`config.mk`:
```
export PLATFORM = sky130hd
export DESIGN_NAME = acc_stack_unit
export DESIGN_NICKNAME = d
export VERILOG_FILES = /design/src/rtl/acc_pkg.sv /design/src/rtl/acc_lifo.sv /design/src/rtl/acc_stack_unit.sv
export SDC_FILE = /design/constraint.sdc
export NUM_CORES = 1
export LEC_CHECK = 0
export ABC_AREA = 1
export BUFFER_PORTS_ARGS = -buffer_cell sky130_fd_sc_hd__buf_2
export CORE_ASPECT_RATIO = 1.25
export CORE_MARGIN = 2
export CORE_UTILIZATION = 60
export CTS_CLUSTER_SIZE = 8
export DETAILED_ROUTE_END_ITERATION = 16
export PLACE_DENSITY = 0.94
export SETUP_SLACK_MARGIN = 0.1
export SYNTH_ARGS = -nofsm -noshare
export SYNTH_HDL_FRONTEND = slang
export SYNTH_SLANG_ARGS = --single-unit
```
`constraint.sdc`:
```
create_clock -name clk -period 4.2 [get_ports clk]
set_input_delay 0.42 -clock clk [delete_from_list [all_inputs] [get_ports clk]]
set_output_delay 0.42 -clock clk [all_outputs]
set_load 0.03 [all_outputs]
```
`src/rtl/acc_pkg.sv`:
```
// Shared types and width helpers for the accumulator/stack unit.
package acc_pkg;

    typedef enum logic [1:0] {
        SRC_REG       = 2'd0,
        SRC_ALU       = 2'd1,
        SRC_IMM_SLOT  = 2'd2,
        SRC_IMM_SHIFT = 2'd3
    } src_sel_e;

    localparam int DEF_W     = 8;
    localparam int DEF_IMM_W = 4;
    localparam int DEF_DEPTH = 4;

    function automatic int slots_of(input int w, input int imm_w);
        return w / imm_w;
    endfunction

    // A single slot still needs a one-bit select port.
    function automatic int slot_w_of(input int slots);
        return (slots > 1) ? $clog2(slots) : 1;
    endfunction

    function automatic int ptr_w_of(input int depth);
        return $clog2(depth + 1);
    endfunction

    localparam int SLOTS = slots_of(DEF_W, DEF_IMM_W);
    localparam int PTR_W = ptr_w_of(DEF_DEPTH);

endpackage

```
`src/rtl/acc_lifo.sv`:
```
// Save/restore LIFO for the accumulator: push, pop and exchange of the top entry.
module acc_lifo
    import acc_pkg::*;
#(
    parameter  int W     = DEF_W,
    parameter  int DEPTH = DEF_DEPTH,
    localparam int CNT_W = ptr_w_of(DEPTH),
    localparam int IDX_W = $clog2(DEPTH)
) (
    input  logic             clk,
    input  logic             rst_n,
    input  logic             push_i,
    input  logic             pop_i,
    input  logic [W-1:0]     wr_data_i,
    output logic [W-1:0]     top_o,
    output logic [CNT_W-1:0] count_o,
    output logic             full_o,
    output logic             empty_o,
    output logic             load_o,
    output logic             underflow_o,
    output logic             err_event_o
);

    logic [W-1:0]     mem_q [DEPTH];
    logic [W-1:0]     mem_d [DEPTH];
    logic [CNT_W-1:0] count_q;
    logic [CNT_W-1:0] count_d;
    logic [IDX_W-1:0] top_idx_s;
    logic             overflow_s;

    assign full_o      = (count_q == CNT_W'(DEPTH));
    assign empty_o     = (count_q == {CNT_W{1'b0}});
    assign count_o     = count_q;
    assign top_o       = mem_q[top_idx_s];
    assign err_event_o = overflow_s | underflow_o;

    // Stack operation decode: next count, storage update and outcome flags.
    always_comb begin
        mem_d       = mem_q;
        count_d     = count_q;
        load_o      = 1'b0;
        underflow_o = 1'b0;
        overflow_s  = 1'b0;
        if (empty_o) begin
            top_idx_s = {IDX_W{1'b0}};
        end else begin
            top_idx_s = IDX_W'(count_q - CNT_W'(1));
        end
        case ({push_i, pop_i})
            2'b11: begin
                if (!empty_o) begin
                    mem_d[top_idx_s] = wr_data_i;
                    load_o           = 1'b1;
                end else begin
                    underflow_o = 1'b1;
                end
            end
            2'b10: begin
                if (!full_o) begin
                    mem_d[IDX_W'(count_q)] = wr_data_i;
                    count_d                = count_q + CNT_W'(1);
                end else begin
                    overflow_s = 1'b1;
                end
            end
            2'b01: begin
                if (!empty_o) begin
                    count_d = count_q - CNT_W'(1);
                    load_o  = 1'b1;
                end else begin
                    underflow_o = 1'b1;
                end
            end
            default: begin
                count_d = count_q;
            end
        endcase
    end

    // Entry count; only the count is reset, stored entries are don't-care.
    always_ff @(posedge clk or negedge rst_n) begin
        if (!rst_n) begin
            count_q <= {CNT_W{1'b0}};
        end else begin
            count_q <= count_d;
        end
    end

    // Storage array.
    always_ff @(posedge clk) begin
        mem_q <= mem_d;
    end

endmodule

```
`src/rtl/acc_stack_unit.sv`:
```
// W-bit accumulator with register/ALU/immediate sources, a save/restore LIFO
// and a sticky stack-error flag.
module acc_stack_unit
    import acc_pkg::*;
#(
    parameter  int W       = DEF_W,
    parameter  int IMM_W   = DEF_IMM_W,
    parameter  int DEPTH   = DEF_DEPTH,
    localparam int N_SLOTS = slots_of(W, IMM_W),
    localparam int SLOT_W  = slot_w_of(N_SLOTS),
    localparam int CNT_W   = ptr_w_of(DEPTH)
) (
    input  logic              clk,
    input  logic              Reset,
    input  logic              Write_En,
    input  logic [1:0]        Src_Sel,
    input  logic [W-1:0]      RegInput,
    input  logic [W-1:0]      ALUInput,
    input  logic [IMM_W-1:0]  Imm_in,
    input  logic [SLOT_W-1:0] Imm_Slot,
    input  logic              Push,
    input  logic              Pop,
    input  logic              Err_Clr,
    output logic [W-1:0]      DataOut,
    output logic              Zero,
    output logic              Stack_Full,
    output logic              Stack_Empty,
    output logic              Stack_Err,
    output logic [CNT_W-1:0]  Depth_Cnt
);

    logic [W-1:0] acc_q;
    logic [W-1:0] acc_d;
    logic         err_q;
    logic         err_d;
    logic [W-1:0] slot_val_s;
    logic [W-1:0] shift_val_s;
    logic [W-1:0] src_val_s;
    logic [W-1:0] top_s;
    logic         load_s;
    logic         underflow_s;
    logic         err_event_s;

    acc_lifo #(
        .W     (W),
        .DEPTH (DEPTH)
    ) u_lifo (
        .clk         (clk),
        .rst_n       (Reset),
        .push_i      (Push),
        .pop_i       (Pop),
        .wr_data_i   (acc_q),
        .top_o       (top_s),
        .count_o     (Depth_Cnt),
        .full_o      (Stack_Full),
        .empty_o     (Stack_Empty),
        .load_o      (load_s),
        .underflow_o (underflow_s),
        .err_event_o (err_event_s)
    );

    assign DataOut   = acc_q;
    assign Zero      = (acc_q == {W{1'b0}});
    assign Stack_Err = err_q;

    // Immediate forms; an out-of-range slot index matches no slot and is a no-op.
    always_comb begin
        slot_val_s  = acc_q;
        shift_val_s = W'({acc_q, Imm_in});
        for (int i = 0; i < N_SLOTS; i++) begin
            slot_val_s[i*IMM_W +: IMM_W] = (Imm_Slot == SLOT_W'(i)) ?
                                           Imm_in : acc_q[i*IMM_W +: IMM_W];
        end
    end

    // Source selection for accumulator writes.
    always_comb begin
        src_val_s = acc_q;
        case (Src_Sel)
            SRC_REG:       src_val_s = RegInput;
            SRC_ALU:       src_val_s = ALUInput;
            SRC_IMM_SLOT:  src_val_s = slot_val_s;
            SRC_IMM_SHIFT: src_val_s = shift_val_s;
            default:       src_val_s = acc_q;
        endcase
    end

    // Priority: a restore beats everything, an underflow drops the source write.
    always_comb begin
        if (load_s) begin
            acc_d = top_s;
        end else if (underflow_s) begin
            acc_d = acc_q;
        end else if (Write_En) begin
            acc_d = src_val_s;
        end else begin
            acc_d = acc_q;
        end
        if (err_event_s) begin
            err_d = 1'b1;
        end else if (Err_Clr) begin
            err_d = 1'b0;
        end else begin
            err_d = err_q;
        end
    end

    // Accumulator and sticky error registers.
    always_ff @(posedge clk or negedge Reset) begin
        if (!Reset) begin
            acc_q <= {W{1'b0}};
            err_q <= 1'b0;
        end else begin
            acc_q <= acc_d;
            err_q <= err_d;
        end
    end

endmodule

```
* After elaboration in Yosys (flattened, before gate mapping)
Index checks and enable logic that the tools add are counted.
** Operators by class
- $add $sub $neg :: 2
- Order comparisons :: 4
- Eq/ne operators :: 13
- Muxes and demuxes :: 30
- Bitwise logic cells :: 3
- Reductions and logical operators :: 14
** Operator list (count)
- 32-bit bitwise mux :: 2
- 32-bit 2-to-1 mux :: 2
- 32-bit case mux with 2 select lines :: 1
- 8-bit 2-to-1 mux :: 7
- 8-bit demux with 2-bit select :: 2
- 8-bit case mux with 4 select lines :: 1
- 8-bit binary-select mux with 2-bit select :: 1
- 3-bit AND reduction :: 4
- 2-bit == test (second input constant) :: 4
- 8-bit zero test :: 1
- 1-bit 2-to-1 mux :: 8
- 4-bit 2-to-1 mux :: 2
- 2-bit != test (second input constant) :: 4
- 2-bit nonzero test :: 4
- 3-bit greater-or-equal comparator (second input constant) :: 2
- 3-bit by 1-bit < comparator with 1-bit output (second input constant) :: 2
- 3-bit 2-to-1 mux :: 2
- 3-bit != test (second input constant) :: 2
- 2-bit NOT with 3-bit output :: 2
- 3-bit case mux with 2 select lines :: 1
- 2-bit by 1-bit == test with 1-bit output (second input constant) :: 2
- 3-bit by 1-bit adder with 3-bit output (second input constant) :: 1
- 3-bit == test (second input constant) :: 1
- 3-bit zero test :: 1
- other kinds (6) :: 7
** Word-level totals
- Flip-flop bits (word level) :: 44
- Bits of input ports :: 29
- Output and inout bits :: 15
- Logic and storage cells :: 74

* Longest topological paths before layout
Gate-level depths: netlist of the first run.
- Depth after elaboration :: 10
- Depth in mapped cells :: 12

* Modules after synthesis
From an unflattened synthesis of the first run, not the netlist that was laid out.
** Unflattened totals
- Cells, all modules :: 327
- Area, all modules :: 2592.5 sq um
** Modules (own cells, without submodules)
- acc_lifo :: times used 1, cells an instance 214, area an instance 1874.3 sq um, sequential area each 1036.0 sq um
- acc_stack_unit :: times used 1, cells an instance 113, area an instance 718.2 sq um, sequential area each 225.2 sq um

* Least setup slack after synthesis of the first run
Ideal clock, no wire load.
- Kind :: reg-to-reg
- Start :: register u_lifo.count_q[0], in the netlist u_lifo.count_o[0]
- End :: register u_lifo.mem_q[0] (netlist name) (enable)
- Arrival :: 2.369 ns
- Data required time :: 3.830 ns
- Slack :: 1.461 ns
- Stages on the path, launching flop included :: 10
- Buffers on the path :: 2
- Clock period less this slack :: 2.739 ns
- Path through :: dfrtp_1 -> inv_2 -> buf_2 -> ha_1 -> nand2_2 -> buf_6 -> inv_1 -> a22oi_1 -> nand2_1 -> nor2_1
** Between the ends
- Cells in the longest elaborated chain, start to end :: 3
- Elaborated cells on any way between the ends :: 5
** RTL lines
- start: declaration :: RTL line acc_lifo.sv:26 : logic [CNT_W-1:0] count_q;
- start signal: assignment :: RTL line acc_lifo.sv:83 : count_q <= {CNT_W{1'b0}};
- start signal: assignment :: RTL line acc_lifo.sv:85 : count_q <= count_d;
- 3-bit zero test :: RTL line acc_lifo.sv:32 : assign empty_o = (count_q == {CNT_W{1'b0}});
- via Stack_Empty :: RTL line acc_stack_unit.sv:27 : output logic Stack_Empty,
- 2-bit != test (no line)
- 3-bit AND reduction (no line)
- end signal: assignment :: RTL line acc_lifo.sv:91 : mem_q <= mem_d;
- end: declaration :: RTL line acc_lifo.sv:24 : logic [W-1:0] mem_q [DEPTH];
The timed path passes the listed nets, and every way through them passes these cells.
A chain may end at the register's enable or synchronous reset.

* Worst setup path in the final report of the first run
- Start :: register u_lifo.count_q[0], in the netlist u_lifo.count_o[0]
- End :: register u_lifo.mem_q[27] (netlist name) (enable)
** Between the ends
- Cells in the longest elaborated chain, start to end :: 3
- Elaborated cells on any way between the ends :: 5
** RTL lines (RTL line)
- 3-bit == test or 3-bit zero test (tied branches) :: acc_lifo.sv:31, acc_lifo.sv:32
- 2-bit != test (no line)
- 3-bit AND reduction (no line) *
Every way passes the cells marked *; elsewhere a longest branch is shown, timed or not.

==> metrics.yaml, run 1 <==
floorplan.rows: 26
place_area_um2: 2780
floorplan.io_pins: 44
dp.cells: 403
hold_ws_ns: 0.347
global_routing_usage_summed_across_all_routing_layers_pct: 26.4
clock_tree.root_cell: "sky130_fd_sc_hd__clkbuf_8"
synth_xor_xnor_area_share_pct: 1.03
grt_start_max_net_pins: 22
muxShareOfSynthArea_pct: 0.538
critical_path.top_delay_family: "simple AND/OR/NAND/NOR gates"
class_of_the_most_critical_hold_timing_path: "input pin to flop"
number_of_buffer_and_inverter_instances_along_the_worst_setup_path: 2
area_delta_synth_final_pct: 13.4
crit_path_cell_trace: "inv_2 -> ha_1 -> nand2_2 -> o21ai_2 -> inv_4 -> o21ai_2 -> o21ai_2 -> nor2_1"
setup.worst_path.start_class: "flop"
grt_setup_unrepaired: "no"
post-route-period-util_pct: 70.0
drt_iter0_drc: 125
most_numerous_cell_types_in_the_synthesized_netlist: "sky130_fd_sc_hd__nand2_1, sky130_fd_sc_hd__nor2_1, sky130_fd_sc_hd__inv_1"
stdcell_count: 412
number_of_iterations_in_the_first_detailed_routing_pass: 5
yosys_top_cell_area_share_pct: 37.6
leakagePower_nw: 1.41
worstSetupEndpointType: "flop"
cts_resized: 0
synth_edf_count: 32
synthesis.instances: 311
die_width_um: 62.4
drv_slew: 0
clk_pin_slew_ns: 0.09
yosysWarnings: 0
synth_simple_gate_area_share_pct: 34.4
total_of_flip_flops_plus_latches_after_synthesis: 44
fin_skew_ns: 0.0105
cts_buffers: 5
grt_first_pass_wirelength_um: 9630
portBuffers: 43
asyncSetResetFlopFracSynth_pct: 27.3
max-cap-violations: 0
insertedDiodeCount: 0
die_area_um2: 4800
post_synth_num_cell_types: 25
post_cts_setup_buffer_count: 0
synthTopCellsByArea: "sky130_fd_sc_hd__edfxtp_1, sky130_fd_sc_hd__nand2_1, sky130_fd_sc_hd__dfrtp_1"
worst_path_largest_cell_delay_ns: 0.48
tritoncts_clock_tree: "built"
crit_path_time_final_ns: 2.94
yosys_most_used_dff: "sky130_fd_sc_hd__edfxtp_1"
synthesis.nets: 345
number_of_global_route_vias_before_repair: 2090
final_layout_size_suffix_gt1_share_pct: 19.4
antenna_left: 0
synthAdderAreaFrac_pct: 2.45
fraction_of_the_mapped_netlist_area_in_compound_gates_pct: 3.67
die_height_um: 77.0
achievable-frequency_mhz: 340
worst_ep_arrival_time_ns: 2.87
clock_latency_ns: 0.30
globalRoute.totalOverflow: 0
detailroute.via_count: 2189
timing.max_slew.rel_slack_pct: 58.7
max_slew.worst_pin.slew_ns: 0.618
count_leader_synth: "sky130_fd_sc_hd__nand2_1"
final_nets: 389
synth.yosys.seq_area_share_pct: 49.3
detail_route.vias_per_cell: 5.31
holdBufCountCts: 1
yosys.area.top_type: "sky130_fd_sc_hd__edfxtp_1"
post-route-cell-area_um2: 2900
grt_antenna_before_repair: 0
tns_ns: 0
cp_data_required_time_ns: 4.13
coreArea_um2: 4100
cpMaxStageDelayCell: "sky130_fd_sc_hd__nor2_1"
dpl.hpwl_um: 4780
outcome: "complete, no violations"
worstPathMaxFanout: 21
syn_area_per_cell_um2: 8.22
cpMostUsedCell: "sky130_fd_sc_hd__o21ai_2"
post_drt_wl_per_cell_um: 14.9
synth_area_um2: 2560
worst_ir_drop_vdd_mv: 0.336
cts_buffer_depth: 2
timing_worst_setup_path_type: "flop to flop"
cts_num_sinks: 44
cts-htree-levels: 2
drc_errors: 0
synth_top_family_by_area: "simple AND/OR/NAND/NOR gates"
finalHoldViolCount: 0
routed_wl_um: 6140
starting_utilization_of_the_core_area_pct: 62.4
finalSetupViolCount: 0
power_per_cell_area_nw_per_um2: 728
gp_routability_congestion: 0.911
==> routing by layer <==
layer	wire, µm	global-route usage, %	share of wire, %	up-vias
li1	-	-	-	1087
met1	2420	30.2	39	995
met2	3150	48.2	51	91
met3	393	4.55	6.4	16
met4	175	11.6	2.9	0
met5	0	0	0	-
==> cells in the final DEF, fill, tap and decap left out <==
master                          count
sky130_fd_sc_hd__a22oi_1            1
sky130_fd_sc_hd__nand3_1           36
sky130_fd_sc_hd__o21ai_2            7
sky130_fd_sc_hd__nand4_1            2
sky130_fd_sc_hd__mux2i_2            1
sky130_fd_sc_hd__inv_1             37
sky130_fd_sc_hd__clkbuf_8           5
sky130_fd_sc_hd__dlygate4sd3_1      1
sky130_fd_sc_hd__edfxtp_1          32
sky130_fd_sc_hd__dfrtp_1           12
sky130_fd_sc_hd__nand2_1           83
sky130_fd_sc_hd__nand2_8            1
sky130_fd_sc_hd__inv_2              4
sky130_fd_sc_hd__buf_2             43
sky130_fd_sc_hd__o21ai_0            3
sky130_fd_sc_hd__xor2_1             3
sky130_fd_sc_hd__ha_1               5
sky130_fd_sc_hd__clkinv_1           2
sky130_fd_sc_hd__inv_4              1
sky130_fd_sc_hd__or2_0              1
sky130_fd_sc_hd__a21oi_1            2
sky130_fd_sc_hd__nor2_2             2
sky130_fd_sc_hd__nand2_2            2
sky130_fd_sc_hd__bufinv_16          1
sky130_fd_sc_hd__or2_2              2
sky130_fd_sc_hd__nor2_1            51
sky130_fd_sc_hd__nand3b_1          16
==> per-stage QoR <==
stage,utilization [%],total power (W),setup slack [ns]
2_1_floorplan,-,0.00152,1.46
3_3_place_gp,67.9,0.00177,1.38
3_5_place_dp,67.9,0.00180,1.28
4_1_cts,70.7,0.00211,1.26
5_1_grt,70.7,0.00225,1.09
6_report,70.7,0.00211,1.26
==> worst paths after layout <==
check / start / end / slack, ns / cells past startpoint
worst max-delay path: u_lifo.count_o[0] / u_lifo.mem_q[27] / 1.26 / 8
worst min-delay path: Err_Clr / Stack_Err / 0.35 / 2
worst max register to register: u_lifo.count_o[0] / u_lifo.mem_q[27] / 1.26 / 8
worst min register to register: DataOut[4] / DataOut[4] / 0.51 / 2
max in group asynchronous: Reset / DataOut[1] / 3.43 / 2
min in group asynchronous: Reset / DataOut[4] / 0.53 / 2
==> worst register-to-register path, delay by kind of cell (launching register included) <==
kind,cells,cell delay [ns]
fa+ha+maj,1,0.34
simple gates,2,0.79
buf+inv,2,0.43
compound gates,3,0.57
flops,1,0.45
==> power by group <==
part / total, W / internal, W / switching, W
Clock: 0.000312 / 0.000173 / 0.000139
Combinational: 0.00108 / 0.000301 / 0.000776
Sequential: 0.000722 / 0.000647 / 0.0000755
==> flip-flops by register name (all words and copies together) (netlist names) <==
register,count
Stack_Err,1
u_lifo.count_o,3
DataOut,8
u_lifo.mem_q,32
==> cell families (layout without fill, tap and decap cells) <==
family / Yosys count / in the layout
flops: 44 / 44
mux: 1 / 1
xor+xnor: 3 / 3
buf+inv: 49 / 94
compound gates: 13 / 13
fa+ha+maj: 5 / 5
simple gates: 196 / 196
==> final cells by class <==
class                      instances  area, µm²
timing repair buffer              44        225
sequential                        44       1260
clock buffer                       5       68.8
tap                               56       70.1
multi-input combinational        218       1080
inverter                          42        160
clock inverter                     3       37.5
fill                             341       1200
Note: power is estimated with default switching activity, not from simulation.
==> run 2, diff against run 1 <==
- CORE_UTILIZATION: 60 -> 51
- PLACE_DENSITY: 0.94 -> 0.85
- clock period: 4.2 -> 2.5 ns (I/O delays scaled with it)
==> run 2 against run 1 <==
Effect of this change: count of clock-buffer cells in the layout up 2; critical path type unchanged; die area grew 17%; wire length fell by 2.5%; critical path depth is the same; power rose by 76%; sequential share of layout area shrank 1.3 points; maximum frequency rose by 31%; highest routed layer unchanged; sequential power grew 68%; largest power group unchanged; non-clock buffer count is 2 higher; worst hold slack got worse by 0.22 ns; flip-flop and latch count did not move.
==> metrics.yaml, run 2 (same netlist as run 1, synthesis figures left out) <==
outcome: "complete, no violations"
clk_pin_slew_ns: 0.08  # about the same
cp_data_required_time_ns: 2.48  # -1.65 ns
grt_antenna_before_repair: 0  # unchanged
report.power.total_w: 0.00371  # +76%
timing.max_slew.rel_slack_pct: 64.3  # +5.6 points
number_of_global_route_vias_before_repair: 2039  # -2.4%
dp.cells: 409  # +1.5%
die_height_um: 83.2  # +8.0%
drt_iter0_drc: 149  # +19%
cts_buffers: 5  # unchanged
destination_of_the_worst_hold_path: "Stack_Err"
clock_latency_ns: 0.30  # about the same
cts_buffer_depth: 2  # unchanged
final_cell_mix: "sky130_fd_sc_hd__nand2_1, sky130_fd_sc_hd__nor2_1, sky130_fd_sc_hd__buf_2"
portBuffers: 43  # unchanged
power_per_cell_area_nw_per_um2: 1240  # +70%
layout_fillers: 397  # +16%
dpl.hpwl_um: 4540  # -5.0%
grt_start_max_net_pins: 20  # -9.1%
antenna_left: 0  # unchanged
final_util_pct: 62.3  # -8.4 points
timing_worst_setup_path_type: "flop to flop"
post-route-period-util_pct: 89.5  # +19 points
cts-htree-levels: 2  # unchanged
coreArea_um2: 4800  # +17%
finalHoldViolCount: 0  # unchanged
global_routing_usage_summed_across_all_routing_layers_pct: 22.9  # -3.5 points
holdPathStages: 2  # unchanged
routed_wl_um: 5980  # -2.5%
worst_hold_startpoint: "Err_Clr"
final_layout_size_suffix_gt1_share_pct: 22.1  # +2.7 points
number_of_iterations_in_the_first_detailed_routing_pass: 5  # unchanged
post-route-worst-setup-slack_ns: 0.263  # -0.997 ns
timing.rr.end: "u_lifo.mem_q[30]"
gp_routability_congestion: 0.976  # +7.1%
regToRegSetupSlack_ns: 0.26  # -1.00 ns
max_slew.worst_pin.slew_ns: 0.526  # -0.0919 ns
tritoncts_clock_tree: "built"
die_width_um: 67.3  # +7.9%
rr_startpoint: "u_lifo.count_o[1]"
final_nets: 391  # +0.51%
achievable-frequency_mhz: 447  # +31%
class_of_the_most_critical_hold_timing_path: "input pin to flop"
worstSetupEndpointType: "flop"
detailroute.via_count: 2185  # -0.18%
die_area_um2: 5600  # +17%
post_drt_wl_per_cell_um: 14.3  # -3.9%
flip_flop_count_of_the_largest_register_after_layout: 32  # unchanged
worst_ep_arrival_time_ns: 2.22  # -0.65 ns
grt_first_pass_wirelength_um: 9630  # unchanged
crit_path_time_final_ns: 2.24  # -0.703 ns
worstPathMaxFanout: 13  # -38%
detail_route.vias_per_cell: 5.23  # -1.6%
finalSetupViolCount: 0  # unchanged
mostFrequentLayoutCell: "sky130_fd_sc_hd__nand2_1"
insertedDiodeCount: 0  # unchanged
grt_setup_unrepaired: "no"
cts_num_sinks: 44  # unchanged
tns_ns: 0  # unchanged
floorplan.rows: 28  # +7.7%
drc_errors: 0  # unchanged
globalRoute.totalOverflow: 0  # unchanged
leakagePower_nw: 1.44  # +2.0%
place_ws_ns: 0.204  # -1.08 ns
drv_slew: 0  # unchanged
setup.worst_path.start_class: "flop"
worst_ir_drop_vdd_mv: 0.567  # +69%
starting_utilization_of_the_core_area_pct: 53.3  # -9.1 points
max-cap-violations: 0  # unchanged
largest_register: "u_lifo.mem_q"
floorplan.io_pins: 44  # unchanged
worstRegToRegCells: 8  # unchanged
clock_tree.root_cell: "sky130_fd_sc_hd__clkbuf_8"
fin_skew_ns: 0.0115  # +0.000987 ns
stdcell_count: 418  # +1.5%
area_delta_synth_final_pct: 17.0
## run 2: layout make-up
type,instances,area (µm²),area share [%]
sequential,44,1260,42.2
multi-input combinational,218,1130,37.6
timing repair buffer,46,240,8.03
inverter,42,160,5.35
clock buffer,7,97.6,3.26
tap,60,75.1,2.51
clock inverter,1,30.0,1.00
## run 2: where the power goes
group | switching, W | internal (W) | total [W]
Sequential | 0.000126 | 0.00109 | 0.00121
Clock | 0.000229 | 0.000359 | 0.000588
Combinational | 0.00136 | 0.000552 | 0.00191
Total | 0.00171 | 0.00200 | 0.00371
## run 2: routing by layer
metal  vias to the layer above  GRT usage [%]  share of wire [%]
li1                       1085              -                  -
met1                       984           27.4                 39
met2                        99           39.6                 52
met3                        17           4.47                6.7
met4                         0           8.72                2.8
met5                         -              0                  0
## run 2: repair_timing
action | CTS | global route
endpoints found under the hold margin | 12 | 0
setup endpoints to repair | 0 | 8
resized for setup | 0 | 2
setup buffers | 0 | 0
hold buffers | 1 | 0
## run 2: how the worst max path moves through the flow
stage               slack [ns]  cells past startpoint                to               from
finish                    0.26                      8  u_lifo.mem_q[30]  u_lifo.count_o[1]
global route              0.12                      8  u_lifo.mem_q[26]  u_lifo.count_o[1]
CTS                       0.17                      8  u_lifo.mem_q[27]  u_lifo.count_o[1]
detailed placement        0.20                      8  u_lifo.mem_q[27]  u_lifo.count_o[1]
global placement          0.32                      8  u_lifo.mem_q[27]  u_lifo.count_o[1]
floorplan                 0.12                      9   u_lifo.mem_q[0]  u_lifo.count_o[0]
## run 2: critical path: stages, from the launching register on
cell	delay, ns
sky130_fd_sc_hd__dfrtp_1	0.42
sky130_fd_sc_hd__inv_1	0.13
sky130_fd_sc_hd__ha_1	0.34
sky130_fd_sc_hd__nand2_4	0.19
sky130_fd_sc_hd__o21ai_4	0.18
sky130_fd_sc_hd__inv_4	0.11
sky130_fd_sc_hd__o21ai_2	0.15
sky130_fd_sc_hd__o21ai_2	0.15
sky130_fd_sc_hd__nor2_4	0.26
## run 2: metrics by stage
step	instance area, µm²	hold slack (ns)
2_1_floorplan	2590	-0.0456
3_3_place_gp	2840	0.152
4_1_cts	2980	0.134
3_5_place_dp	2840	0.153
5_1_grt	2990	0.165
6_report	2990	0.131
==> run 3, diff against run 2 <==
- CORE_UTILIZATION: 51 -> 56
- PLACE_DENSITY: 0.85 -> 0.89
- clock period: 2.5 -> 2.1 ns (I/O delays scaled with it)
==> run 3 against run 2 <==
Effect of this change: utilization rose by 5.8 points; combinational power rose by 20%; worst hold slack got worse by 0.026 ns; via count rose by 0.73%; maximum frequency rose by 18%; critical path type unchanged; largest cell class unchanged; highest routed layer unchanged.
==> metrics.yaml, run 3 (same netlist as run 1, synthesis figures left out) <==
setup.worst_path.start_class: "flop"
cts_buffers: 5  # unchanged
final_cell_mix: "sky130_fd_sc_hd__nand2_1, sky130_fd_sc_hd__nor2_1, sky130_fd_sc_hd__buf_2"
tns_ns: 0  # unchanged
drc_errors: 0  # unchanged
number_of_iterations_in_the_first_detailed_routing_pass: 4  # -1
mostFrequentLayoutCell: "sky130_fd_sc_hd__nand2_1"
finalHoldViolCount: 0  # unchanged
coreArea_um2: 4390  # -8.5%
insertedDiodeCount: 0  # unchanged
post_route_m1_wl_um: 2350  # +0.86%
drt_iter0_drc: 156  # +4.7%
leakagePower_nw: 1.42  # -0.99%
floorplan.rows: 27  # -3.6%
finalSetupViolCount: 0  # unchanged
grt_start_max_net_pins: 20  # unchanged
clock_tree.root_cell: "sky130_fd_sc_hd__clkbuf_8"
globalRoute.totalOverflow: 0  # unchanged
max-cap-violations: 0  # unchanged
cts_buffer_depth: 2  # unchanged
worst_ir_drop_vdd_mv: 0.598  # +5.5%
met2WireLength_um: 3210  # +3.7%
comb_power_share_pct: 52.4  # +0.9 points
crit_path_time_final_ns: 1.89  # -0.347 ns
grt_setup_unrepaired: "no"
timing.max_slew.rel_slack_pct: 65.2  # +0.96 points
crit_path_cell_trace: "inv_2 -> ha_4 -> nand2_4 -> nand2_8 -> o21ai_0 -> o21ai_2 -> nor2_4"
relative_contribution_of_sequential_cells_to_total_power_pct: 33.3  # +0.6 points
number_of_global_route_vias_before_repair: 2122  # +4.1%
detail_route.vias_per_cell: 5.28  # +0.97%
gp_routability_congestion: 0.978  # +0.16%
die_height_um: 79.5  # -4.4%
tritoncts_clock_tree: "built"
outcome: "complete, no violations"
cts-htree-levels: 2  # unchanged
worstSetupEndpointType: "flop"
detailroute.via_count: 2201  # +0.73%
die_area_um2: 5120  # -8.5%
antenna_left: 0  # unchanged
final_layout_size_suffix_gt1_share_pct: 22.8  # +0.77 points
achievable-frequency_mhz: 529  # +18%
cts_num_sinks: 44  # unchanged
power_per_cell_area_nw_per_um2: 1460  # +18%
post_drt_wl_per_cell_um: 14.8  # +3.4%
clock_power_share_pct: 14.3  # -1.5 points
place_ws_ns: 0.156  # -0.0474 ns
p_int_w: 0.00234  # +17%
timing_worst_setup_path_type: "flop to flop"
global_routing_usage_summed_across_all_routing_layers_pct: 25.9  # +3.0 points
area_delta_synth_final_pct: 17.0  # unchanged
class_of_the_most_critical_hold_timing_path: "input pin to flop"
grt_antenna_before_repair: 0  # unchanged
grt_first_pass_wirelength_um: 9880  # +2.6%
clock_latency_ns: 0.30  # about the same
wl_met3_um: 456  # +15%
floorplan.io_pins: 44  # unchanged
cp_data_required_time_ns: 2.09  # -0.39 ns
portBuffers: 43  # unchanged
clk_pin_slew_ns: 0.08  # about the same
net_switching_fraction_of_the_power_pct: 46.6  # +0.43 points
starting_utilization_of_the_core_area_pct: 58.2  # +4.9 points
dpl.hpwl_um: 4700  # +3.5%
post_cts_setup_buffer_count: 0  # unchanged
drv_slew: 0  # unchanged
routed_wl_um: 6170  # +3.1%
worst_path_largest_cell_delay_ns: 0.41  # about the same
final_nets: 392  # +0.26%
die_width_um: 64.4  # -4.3%
worstPathMaxFanout: 18  # +5
post-route-period-util_pct: 90.0  # +0.53 points
dr.max_layer_used: "met4"
flip_flop_count_of_the_largest_register_after_layout: 32  # unchanged
critical_path.top_delay_family: "simple AND/OR/NAND/NOR gates"
fin_skew_ns: 0.00763  # -0.00385 ns
largest_register: "u_lifo.mem_q"
cpMaxStageDelayCell: "sky130_fd_sc_hd__dfrtp_1"
power_dissipated_by_switching_net_loads_w: 0.00204  # +19%
post-route-worst-setup-slack_ns: 0.210  # -0.0532 ns
worst_ep_arrival_time_ns: 1.88  # -0.34 ns
max_slew.worst_pin.slew_ns: 0.512  # -0.0141 ns
number_of_buffer_and_inverter_instances_along_the_worst_setup_path: 1  # -1
-- run 3: cell types whose count changed in the layout (fill, tap and decap cells not counted), sizes merged --
| cell | before | now |
|---|---|---|
| inv | 42 | 41 |
| clkinvlp | 0 | 1 |
| clkinv | 0 | 2 |
| buf | 45 | 46 |
| clkbuf | 7 | 5 |
-- run 3: what timing repair did --
item                                   in CTS  in global routing
resized for setup                           0                  2
endpoints found under the hold margin      12                  0
setup endpoints to repair                   0                 32
hold buffers                                1                  0
-- run 3: layout make-up --
type / count / area, µm²
Fill cell: 353 / 1400
Sequential cell: 44 / 1260
Multi-Input combinational cell: 218 / 1140
Timing Repair Buffer: 47 / 248
Inverter: 42 / 166
Tap cell: 58 / 72.6
Clock buffer: 5 / 68.8
Clock inverter: 3 / 37.5
-- run 3: stage by stage --
step / utilization (%) / cells / power [W] / hold WS [ns] / cell area [µm²]
CTS: 68.0 / 417 / 0.00435 / 0.106 / 2990
floorplan: - / 311 / 0.00317 / -0.0856 / 2630
global placement: 65.4 / 408 / 0.00367 / 0.109 / 2870
detailed placement: 65.4 / 408 / 0.00373 / 0.115 / 2870
global route: 68.1 / 417 / 0.00466 / 0.106 / 2990
finish: 68.1 / 417 / 0.00438 / 0.105 / 2990
-- run 3: final timing paths --
check	startpoint	to	slack [ns]	cells after the start
setup / recovery	u_lifo.count_o[1]	u_lifo.mem_q[5]	0.21	7
hold / removal	Err_Clr	Stack_Err	0.10	2
setup reg to reg	u_lifo.count_o[1]	u_lifo.mem_q[5]	0.21	7
hold reg to reg	DataOut[5]	DataOut[5]	0.53	2
max in group asynchronous	Reset	u_lifo.count_o[0]	1.53	2
min in group asynchronous	Reset	DataOut[4]	0.31	2
-- run 3: worst reg2reg max path: cells and delay by family, from the launching register on --
kind            cells  cell delay, ns
compound gates      2            0.39
flops               1            0.41
simple gates        3            0.50
fa+ha+maj           1            0.19
buf+inv             1            0.09
-- run 3: per-layer routing --
layer  up-vias  GRT usage [%]
met5         -              0
met4         0           11.7
met3        14           4.09
met2       104           48.0
met1       991           28.8
li1       1092              -
-- run 3: power groups by stage --
stage          Combinational (W)  Sequential, W  Clock (W)
3_5_place_dp             0.00226        0.00147          0
4_1_cts                  0.00227        0.00146   0.000627
2_1_floorplan            0.00151        0.00166          0
5_1_grt                  0.00251        0.00149   0.000664
6_report                 0.00230        0.00146   0.000626
3_3_place_gp             0.00221        0.00145          0
